[src/rtl/combo_lock_ctrl.sv]
// Keypad combination lock: code entry with error lockout, idle auto-relock and
// atomic code reprogramming. Single clock domain, synchronous active-high reset.
module combo_lock_ctrl #(
    parameter int                            NUM_BTN      = 4,
    parameter int                            CODE_LEN     = 3,
    parameter int                            MAX_ERR      = 3,
    parameter int                            LOCK_SECS    = 10,
    parameter int                            RELOCK_SECS  = 30,
    parameter int                            CLK_HZ       = 50_000_000,
    parameter logic [CODE_LEN*NUM_BTN-1:0]   DEFAULT_CODE = 12'hBDE
) (
    input  logic                 clk,
    input  logic                 rst,
    input  logic [NUM_BTN-1:0]   btn_n,
    input  logic                 ms,
    input  logic                 lock,
    output logic                 unlocked,
    output logic                 prog_mode,
    output logic                 locked_out,
    output logic [CODE_LEN-1:0]  leds_ok,
    output logic [MAX_ERR-1:0]   leds_err,
    output logic [LOCK_SECS-1:0] leds_secs
);

    localparam int CODE_W   = CODE_LEN * NUM_BTN;
    localparam int MAX_SECS = (LOCK_SECS > RELOCK_SECS) ? LOCK_SECS : RELOCK_SECS;
    localparam int SEC_W    = $clog2(MAX_SECS + 1);
    localparam int PRESC_W  = (CLK_HZ > 1) ? $clog2(CLK_HZ) : 1;
    localparam int IDX_W    = $clog2(CODE_LEN + 1);
    localparam int ERR_W    = $clog2(MAX_ERR + 1);

    localparam logic [NUM_BTN-1:0] BTN_IDLE    = '1;
    localparam logic [PRESC_W-1:0] PRESC_LAST  = PRESC_W'(CLK_HZ - 1);
    localparam logic [SEC_W-1:0]   SEC_SAT     = SEC_W'(MAX_SECS);
    localparam logic [SEC_W-1:0]   LOCK_LAST   = SEC_W'(LOCK_SECS - 1);
    localparam logic [SEC_W-1:0]   RELOCK_LAST = SEC_W'(RELOCK_SECS - 1);
    localparam logic [IDX_W-1:0]   IDX_LAST    = IDX_W'(CODE_LEN - 1);
    localparam logic [ERR_W-1:0]   ERR_LIMIT   = ERR_W'(MAX_ERR);

    localparam logic [1:0] ST_ENTRY   = 2'd0;
    localparam logic [1:0] ST_OPEN    = 2'd1;
    localparam logic [1:0] ST_PROG    = 2'd2;
    localparam logic [1:0] ST_LOCKOUT = 2'd3;

    logic [1:0]         r_state;
    logic [NUM_BTN-1:0] r_btn_prev;
    logic [IDX_W-1:0]   r_idx;
    logic [IDX_W-1:0]   r_pidx;
    logic [ERR_W-1:0]   r_err;
    logic [CODE_W-1:0]  r_code;
    logic [CODE_W-1:0]  r_shadow;
    logic [PRESC_W-1:0] r_presc;
    logic [SEC_W-1:0]   r_secs;

    logic [1:0]         w_state_nxt;
    logic [IDX_W-1:0]   w_idx_nxt;
    logic [IDX_W-1:0]   w_pidx_nxt;
    logic [ERR_W-1:0]   w_err_nxt;
    logic [CODE_W-1:0]  w_code_nxt;
    logic [CODE_W-1:0]  w_shadow_nxt;
    logic [PRESC_W-1:0] w_presc_nxt;
    logic [SEC_W-1:0]   w_secs_nxt;
    logic               w_idle_restart;

    logic [NUM_BTN-1:0] w_btn_low;
    logic               w_press;
    logic               w_one_hot;
    logic [NUM_BTN-1:0] w_cur_digit;
    logic               w_timer_run;
    logic               w_tick;
    logic [IDX_W-1:0]   w_ok_cnt;

    // A press is the single cycle where buttons leave the all-released state.
    assign w_btn_low   = ~btn_n;
    assign w_press     = (r_btn_prev == BTN_IDLE) && (btn_n != BTN_IDLE);
    assign w_one_hot   = (w_btn_low != '0) && ((w_btn_low & (w_btn_low - NUM_BTN'(1))) == '0);
    assign w_cur_digit = r_code[int'(r_idx)*NUM_BTN +: NUM_BTN];

    assign w_timer_run = (r_state == ST_OPEN) || (r_state == ST_LOCKOUT);
    assign w_tick      = w_timer_run && (r_presc == PRESC_LAST);

    always_comb begin
        // NOTE: every signal driven here gets a hold value first, so no path infers a latch.
        w_state_nxt    = r_state;
        w_idx_nxt      = r_idx;
        w_pidx_nxt     = r_pidx;
        w_err_nxt      = r_err;
        w_code_nxt     = r_code;
        w_shadow_nxt   = r_shadow;
        w_idle_restart = 1'b0;

        case (r_state)
            ST_ENTRY: begin
                if (w_press) begin
                    if (w_one_hot && (btn_n == w_cur_digit)) begin
                        if (r_idx == IDX_LAST) begin
                            w_state_nxt = ST_OPEN;
                            w_idx_nxt   = '0;
                            w_err_nxt   = '0;
                        end else begin
                            w_idx_nxt = r_idx + IDX_W'(1);
                        end
                    end else begin
                        w_idx_nxt = '0;
                        w_err_nxt = r_err + ERR_W'(1);
                        if (w_err_nxt == ERR_LIMIT) begin
                            w_state_nxt = ST_LOCKOUT;
                        end
                    end
                end
            end

            ST_OPEN: begin
                if (lock) begin
                    w_state_nxt = ST_ENTRY;
                end else if (ms) begin
                    w_state_nxt = ST_PROG;
                    w_pidx_nxt  = '0;
                end else if (w_press) begin
                    // Activity beats a coincident timeout tick.
                    w_idle_restart = 1'b1;
                end else if (w_tick && (r_secs == RELOCK_LAST)) begin
                    w_state_nxt = ST_ENTRY;
                end
            end

            ST_PROG: begin
                if (lock || (w_press && !w_one_hot)) begin
                    w_state_nxt = ST_OPEN;
                end else if (w_press) begin
                    w_shadow_nxt[int'(r_pidx)*NUM_BTN +: NUM_BTN] = btn_n;
                    if (r_pidx == IDX_LAST) begin
                        w_code_nxt  = w_shadow_nxt;
                        w_pidx_nxt  = '0;
                        w_state_nxt = ST_ENTRY;
                    end else begin
                        w_pidx_nxt = r_pidx + IDX_W'(1);
                    end
                end
            end

            ST_LOCKOUT: begin
                if (w_tick && (r_secs == LOCK_LAST)) begin
                    w_state_nxt = ST_ENTRY;
                    w_err_nxt   = '0;
                    w_idx_nxt   = '0;
                end
            end

            default: w_state_nxt = ST_ENTRY;
        endcase
    end

    // The timer counts only while staying in a timed state; any state change clears it.
    always_comb begin
        w_presc_nxt = '0;
        w_secs_nxt  = '0;
        if (w_timer_run && (w_state_nxt == r_state) && !w_idle_restart) begin
            if (w_tick) begin
                w_secs_nxt = (r_secs == SEC_SAT) ? r_secs : r_secs + SEC_W'(1);
            end else begin
                w_presc_nxt = r_presc + PRESC_W'(1);
                w_secs_nxt  = r_secs;
            end
        end
    end

    // NOTE: sequential state uses non-blocking assignments so all registers see pre-edge values.
    always_ff @(posedge clk) begin
        if (rst) begin
            r_state    <= ST_ENTRY;
            r_btn_prev <= BTN_IDLE;
            r_idx      <= '0;
            r_pidx     <= '0;
            r_err      <= '0;
            r_code     <= DEFAULT_CODE;
            r_presc    <= '0;
            r_secs     <= '0;
        end else begin
            r_state    <= w_state_nxt;
            r_btn_prev <= btn_n;
            r_idx      <= w_idx_nxt;
            r_pidx     <= w_pidx_nxt;
            r_err      <= w_err_nxt;
            r_code     <= w_code_nxt;
            r_presc    <= w_presc_nxt;
            r_secs     <= w_secs_nxt;
        end
    end

    // NOTE: the shadow code needs no reset; pidx restarts at 0 and every slot is rewritten before a commit.
    always_ff @(posedge clk) begin
        r_shadow <= w_shadow_nxt;
    end

    assign unlocked   = (r_state == ST_OPEN);
    assign prog_mode  = (r_state == ST_PROG);
    assign locked_out = (r_state == ST_LOCKOUT);

    always_comb begin
        w_ok_cnt = '0;
        if (r_state == ST_ENTRY) begin
            w_ok_cnt = r_idx;
        end else if (r_state == ST_PROG) begin
            w_ok_cnt = r_pidx;
        end
        for (int k = 0; k < CODE_LEN; k++) begin
            leds_ok[k] = (int'(w_ok_cnt) > k);
        end
        for (int k = 0; k < MAX_ERR; k++) begin
            leds_err[k] = (int'(r_err) > k);
        end
        for (int k = 0; k < LOCK_SECS; k++) begin
            leds_secs[k] = locked_out && (int'(r_secs) > k);
        end
    end

endmodule

[config.mk]
export PLATFORM = sky130hd
export DESIGN_NAME = combo_lock_ctrl
export DESIGN_NICKNAME = d
export VERILOG_FILES = /design/src/rtl/combo_lock_ctrl.sv
export SDC_FILE = /design/constraint.sdc
export NUM_CORES = 1
export LEC_CHECK = 0
export CORE_ASPECT_RATIO = 1.75
export CORE_UTILIZATION = 35
export CTS_BUF_LIST = sky130_fd_sc_hd__clkbuf_8
export DETAILED_ROUTE_END_ITERATION = 12
export GPL_ROUTABILITY_DRIVEN = 1
export HOLD_SLACK_MARGIN = 0.05
export MAX_ROUTING_LAYER = met4
export PLACE_DENSITY = 0.54
export SYNTH_ARGS = -nofsm -noshare
export SYNTH_HDL_FRONTEND = slang
export SYNTH_SLANG_ARGS = --single-unit
[constraint.sdc]
create_clock -name clk -period 2.5 [get_ports clk]
set_clock_uncertainty 0.1 [all_clocks]
set_input_delay 0.5 -clock clk [delete_from_list [all_inputs] [get_ports clk]]
set_output_delay 0.5 -clock clk [all_outputs]
set_load 0.01 [all_outputs]
==> run_results.csv, run 1 <==
group,metric,value,unit
grt,grt_max_degree,25,
placement,hpwl,8880,um
grt,gr-usage-all-layers,21.4,%
critical_path,startpoint_type,"flip-flop",
synth,synth_ff_type,"dfxtp_1",
route,drt_iter0_drc,180,
die,initial_core_util,36.5,%
clocking,cts_made_buffers,9,
finish,final_util,50.4,%
timing,worst_pin_slew,429,ps
grt,grt_pass1_vias,4082,
timing,slew_headroom,71.3,%
route,wl,12200,um
critical_path,worstPathCellList,"inv_1, ha_1, a21oi_1, o41a_1, clkdlybuf4s50_1",
die,pin_count,27,
timing,hold_viol,0,
synth,syn_area_per_cell,8.54,sq um
power,ir_drop,355,uV
timing,fin_crit,2480,ps
synth,synth_edf_count,12,
synth,syn_inst,480,
clocking,clock_sinks,67,
placement,portBuffers,26,
synth,ys_warn_count,0,
grt,antenna_found_initial,0,
critical_path,worstPathRequired,1900,ps
route,first_pass_iters,4,
grt,overflow,0,
clocking,cts_max_level,3,
synth,yosysSeqAreaShare,35.7,%
route,ant_nets,0,
critical_path,critPathMaxStageDelay,490,ps
timing,finalCritPeriodShare,99.0,%
critical_path,crit_buf_inv,2,
power,total_power,3.14,mW
placement,gp_congestion,0.847,
critical_path,worstSetupPathType,"reg2out",
synth,synthArstFlopShare,0,%
power,power_density,554,nW/um^2
critical_path,arrival,1880,ps
finish,multiInputGateArea,2630,sq um
clocking,clock_path_buffers,2,
route,wl_per_cell,17.1,um
synth,synth_top_area_cell,"dfxtp_1",
die,die-area,12200,sq um
run_status,status,"complete, no violations",
route,drcViolationCount,0,
die,core_area,11200,sq um
clocking,insertion_delay,370,ps
timing,rsz0062_at_grt,"true",
clocking,clkTransAtPathRegs,90,ps
timing,slew_violations,0,
grt,grt_pass1_wl,20000,um
job,maxCapViolations,0,
clocking,cts_tree,"yes",
finish,layout-drive-gt1-share,30.6,%
die,die_w,83.8,um
synth,yosys-top-cells-area,"dfxtp_1, edfxtp_1, nor4_1",
timing,setup_viol,0,
clocking,root_buffer,"clkbuf_8",
min_path,hold_class,"reg2reg",
route,vias,3898,
finish,diodes,0,
synth,synth_top_cell_area_share,26.9,%
synth,ys_ff_latch,67,
synth,syn_nets,506,
power,p_leak,2.20,nW
critical_path,crit_family,"buffers and inverters",
synth,netlist_area,4100,sq um
timing,timing.fmax,404,MHz
finish,nNetsFinal,602,
critical_path,cp_slowest_cell,"clkdlybuf4s50_1",
critical_path,path_max_fanout,5,
die,rows,51,
die,die_y,145,um
synth,synth.distinct_cells,59,
finish,fill_cells,1058,
route,vias_per_cell,5.47,
critical_path,endpoint_kind,"primary output",
finish,seq_area,1490,sq um
finish,area_growth,38.2,%
## cell type report
cell class                      count  area share [%]
Inverter                           38            2.52
Clock buffer                        9            2.19
Multi-Input combinational cell    345            46.5
Tap cell                          132            2.92
Sequential cell                    67            26.2
Clock inverter                      7            1.48
Timing Repair Buffer              115            18.2
## logic make-up after synthesis
family,count (synthesis),share of synthesized area [%]
flip-flops,67,35.7
multiplexers,11,2.78
AO/OA/AOI/OAI,86,14.7
buffers and inverters,68,6.78
XOR/XNOR,30,6.41
AND/OR/NAND/NOR,200,28.2
adder cells (fa/ha/maj),18,5.50
## power breakdown
group	total, mW	switching, mW	leakage, nW	internal, mW
logic	0.994	0.540	1.54	0.454
clock network	0.964	0.486	0.102	0.477
registers	1.18	0.0354	0.561	1.15
total	3.14	1.06	2.20	2.08
## sequential cells by signal (all words and copies together), names as in the netlist
register / count
r_secs: 5
r_shadow: 12
r_pidx: 2
r_err: 2
r_presc: 26
r_btn_prev: 4
r_code: 12
r_state: 2
r_idx: 2
## per-layer routing
layer	up-vias	wire length (um)	GRT usage, %
li1	1946	-	-
met1	1854	4390	20.1
met2	68	7010	41.2
met3	30	285	3.30
met4	0	475	10.2
met5	-	0	-
## synthesized netlist by cell type, types with 13 or more instances
library cell	number
nand2_1	33
nor4_1	37
nor2_1	19
o21ai_0	25
a21oi_1	13
buf_2	15
inv_1	38
dfxtp_1	55
nand3_1	30
ha_1	18
xnor2_1	21
## worst reg2reg max path, cell delays in order (launching register included)
cell and delay, ps:
dfxtp_4 390, mux2_4 330, a221oi_4 290, o22a_1 220, nand3_4 120, buf_6 140, or4b_2 620, a21oi_2 140
## cell usage in the layout, fill, tap and decap left out, types with 8 or more instances in the layout
cell / n
nor3_1: 9
dfxtp_1: 42
a21oi_1: 8
clkdlybuf4s50_1: 10
nand2_1: 32
and3_1: 11
nand4_1: 8
nor4_1: 30
and2_1: 12
nor2_1: 18
buf_4: 76
ha_1: 13
dfxtp_2: 10
o21ai_0: 24
xnor2_1: 20
nor4_2: 8
dlygate4sd2_1: 12
inv_1: 35
clkbuf_8: 9
nand3_1: 28
edfxtp_1: 12
xor2_1: 9
## stage by stage
| stage | cells | worst slack, ps | hold slack [ps] | instance area [sq um] | TNS [ps] |
|---|---|---|---|---|---|
| finish | 713 | 24.0 | 367 | 5660 | 0 |
| global route | 713 | -62.4 | 378 | 5660 | -63.4 |
| CTS | 714 | 2.30 | 361 | 5540 | 0 |
| detailed placement | 688 | -547 | 347 | 5060 | -22150 |
| global placement | 688 | -459 | 342 | 5060 | -19890 |
| floorplan | 480 | 49.9 | 330 | 4100 | 0 |
## path summary, 6_finish.rpt
| kind | startpoint | end | slack, ps | cells past startpoint |
|---|---|---|---|---|
| min | r_code[5]$_SDFFE_PP0P_ | r_code[5]$_SDFFE_PP0P_ | 370 | 2 |
| min reg2reg | r_code[5]$_SDFFE_PP0P_ | r_code[5]$_SDFFE_PP0P_ | 370 | 2 |
| max | r_secs[1]$_SDFFE_PP0P_ | leds_secs[1] | 20 | 5 |
| max reg2reg | r_idx[0]$_SDFFE_PP0P_ | r_idx[0]$_SDFFE_PP0P_ | 80 | 7 |
## repair_timing
action	4_1_cts	5_1_grt
hold buffers	0	0
endpoints found under the setup margin	46	38
resized for setup	59	40
pin swaps	12	7
buffers inserted	7	2
gates cloned	4	0
hold endpoints to repair	0	0
Note: power is estimated with default switching activity, not from simulation.
==> run 2: changes to the inputs <==
- CORE_UTILIZATION: 35 -> 45
- CTS_BUF_LIST: sky130_fd_sc_hd__clkbuf_8 -> not set
- PLACE_DENSITY: 0.54 -> 0.63
- clock period: 2.5 -> 2.6 ns (I/O delays scaled with it)
==> run 2 against run 1 <==
Effect of this change: die area is 22% lower; final area is 5.9% lower; final cell count is 4.9% lower; first-iteration DRC count is 16% lower; critical endpoint is now leds_ok[1].
==> run_results.csv, run 2 (same netlist as run 1, synthesis figures left out) <==
group,metric,value,unit
run_status,status,"complete, no violations",
timing,hold_viol,0,
finish,nNetsFinal,582,
route,first_pass_iters,4,
placement,gp_congestion,0.896,
power,p_sw,0.934,mW
route,ant_nets,0,
timing,slew_violations,0,
die,core_area,8730,sq um
finish,final_cell_area,5330,sq um
critical_path,startpoint_type,"flip-flop",
job,maxCapViolations,0,
grt,grt_max_degree,32,
route,drt_iter0_drc,152,
finish,top_regs,"r_presc (26), r_code (12), r_shadow (12)",
finish,layout_commonest_cell,"buf_4",
timing,setup_viol,0,
placement,hpwl,8280,um
clocking,insertion_delay,330,ps
power,p_leak,2.01,nW
critical_path,path_max_fanout,6,
finish,layout-drive-gt1-share,21.6,%
critical_path,arrival,1900,ps
clocking,cts_max_level,3,
finish,largest_reg_flops,26,
power,combPwrFrac,25.7,%
timing,finalCritPeriodShare,96.8,%
grt,gr-usage-all-layers,25.9,%
route,vias_per_cell,5.69,
timing,timing.fmax,397,MHz
power,intPower,2.30,mW
power,ir_drop,424,uV
finish,multiInputGateArea,2440,sq um
die,die_w,74.1,um
grt,overflow,0,
min_path,hold_class,"reg2reg",
clocking,clock_path_buffers,2,
clocking,root_buffer,"clkbuf_16",
placement,portBuffers,26,
clocking,cts_tree,"yes",
clocking,clkTransAtPathRegs,50,ps
finish,diodes,0,
power,swShare,28.9,%
timing,fin_hold_ws,366,ps
power,power_density,606,nW/um^2
power,p_clk_share,39.0,%
placement,place_area,4920,sq um
route,wl,11200,um
timing,worst_pin_slew,548,ps
clocking,postCtsHoldBufs,0,
die,initial_core_util,47.0,%
finish,layout_common_cells,"buf_4, dfxtp_1, nor4_1",
grt,grt_pass1_wl,18300,um
grt,grt_pass1_vias,3869,
critical_path,worstSetupPathType,"reg2out",
finish,fill_cells,757,
route,vias,3856,
timing,slew_headroom,63.3,%
die,die_y,128,um
finish,stdcell_count,678,
route,drcViolationCount,0,
clocking,clock_sinks,67,
critical_path,worstPathRequired,1980,ps
finish,regMostFlops,"r_presc",
timing,fin_crit,2520,ps
finish,final_util,61.0,%
die,rows,45,
power,seqPwrFrac,35.3,%
placement,dpl.cell_count,659,
critical_path,rrSetupSlack,120,ps
finish,area_growth,30.0,%
clocking,cts_made_buffers,9,
finish,seq_area,1470,sq um
die,pin_count,27,
die,die-area,9510,sq um
grt,antenna_found_initial,0,
route,wl_per_cell,16.6,um
critical_path,endpoint_kind,"primary output",
-- run 2: cell types whose count changed in the layout (fill, tap and decap cells not counted), moves of 7 or more --
cell,previous run,this run
nor4_1,30,37
dfxtp_1,42,49
clkbuf_8,9,0
nor4_2,8,1
clkbuf_16,0,9
clkdlybuf4s50_1,10,19
buf_4,76,64
-- run 2: final cells by class --
| type | count | share of cell area, % |
|---|---|---|
| multi-input combinational | 345 | 45.8 |
| sequential | 67 | 27.7 |
| timing repair buffer | 95 | 15.4 |
| clock buffer | 9 | 4.23 |
| tap | 117 | 2.75 |
| inverter | 38 | 2.68 |
| clock inverter | 7 | 1.55 |
-- run 2: final timing paths --
check | from | end | cells after the start
setup / recovery | r_state[1]$_SDFF_PP0_ | leds_ok[1] | 6
hold / removal | r_code[0]$_SDFFE_PP0P_ | r_code[0]$_SDFFE_PP0P_ | 2
setup reg to reg | r_idx[0]$_SDFFE_PP0P_ | r_presc[19]$_SDFF_PP0_ | 8
hold reg to reg | r_code[0]$_SDFFE_PP0P_ | r_code[0]$_SDFFE_PP0P_ | 2
-- run 2: per-stage QoR --
| step | power, mW | TNS, ps | worst slack [ps] |
|---|---|---|---|
| 3_5_place_dp | 1.95 | -15180 | -408 |
| 4_1_cts | 3.23 | 0 | 20.5 |
| 3_3_place_gp | 1.93 | -14730 | -407 |
| 2_1_floorplan | 1.58 | 0 | 31.0 |
| 5_1_grt | 3.38 | -3.84 | -3.84 |
| 6_report | 3.23 | 0 | 82.9 |
-- run 2: power groups by stage --
stage               Combinational (mW)  Clock [mW]  Sequential, mW
floorplan                        0.429           0            1.15
global placement                 0.781           0            1.15
detailed placement               0.791           0            1.15
CTS                              0.814        1.28            1.14
global route                     0.901        1.33            1.15
finish                           0.831        1.26            1.14
-- run 2: worst max-delay path, cell delays in order (launching register included) --
cell and delay [ps]:
dfxtp_1 390, buf_4 170, ha_1 190, and3_4 200, a21oi_2 40, inv_1 50
clkdlybuf4s50_1 520
-- run 2: repair_timing --
item / CTS / global route
setup endpoints to repair: 43 / 43
resized for setup: 22 / 13
pin swaps: 1 / 3
setup buffers: 1 / 2
-- run 2: per-layer routing --
layer  vias up  share of wire, %  track usage [%]
met1      1861                37             25.2
met2        62                56             46.7
li1       1906                 -                -
met4         0               4.2             13.7
met3        27               2.8             5.11
met5         -                 0                -
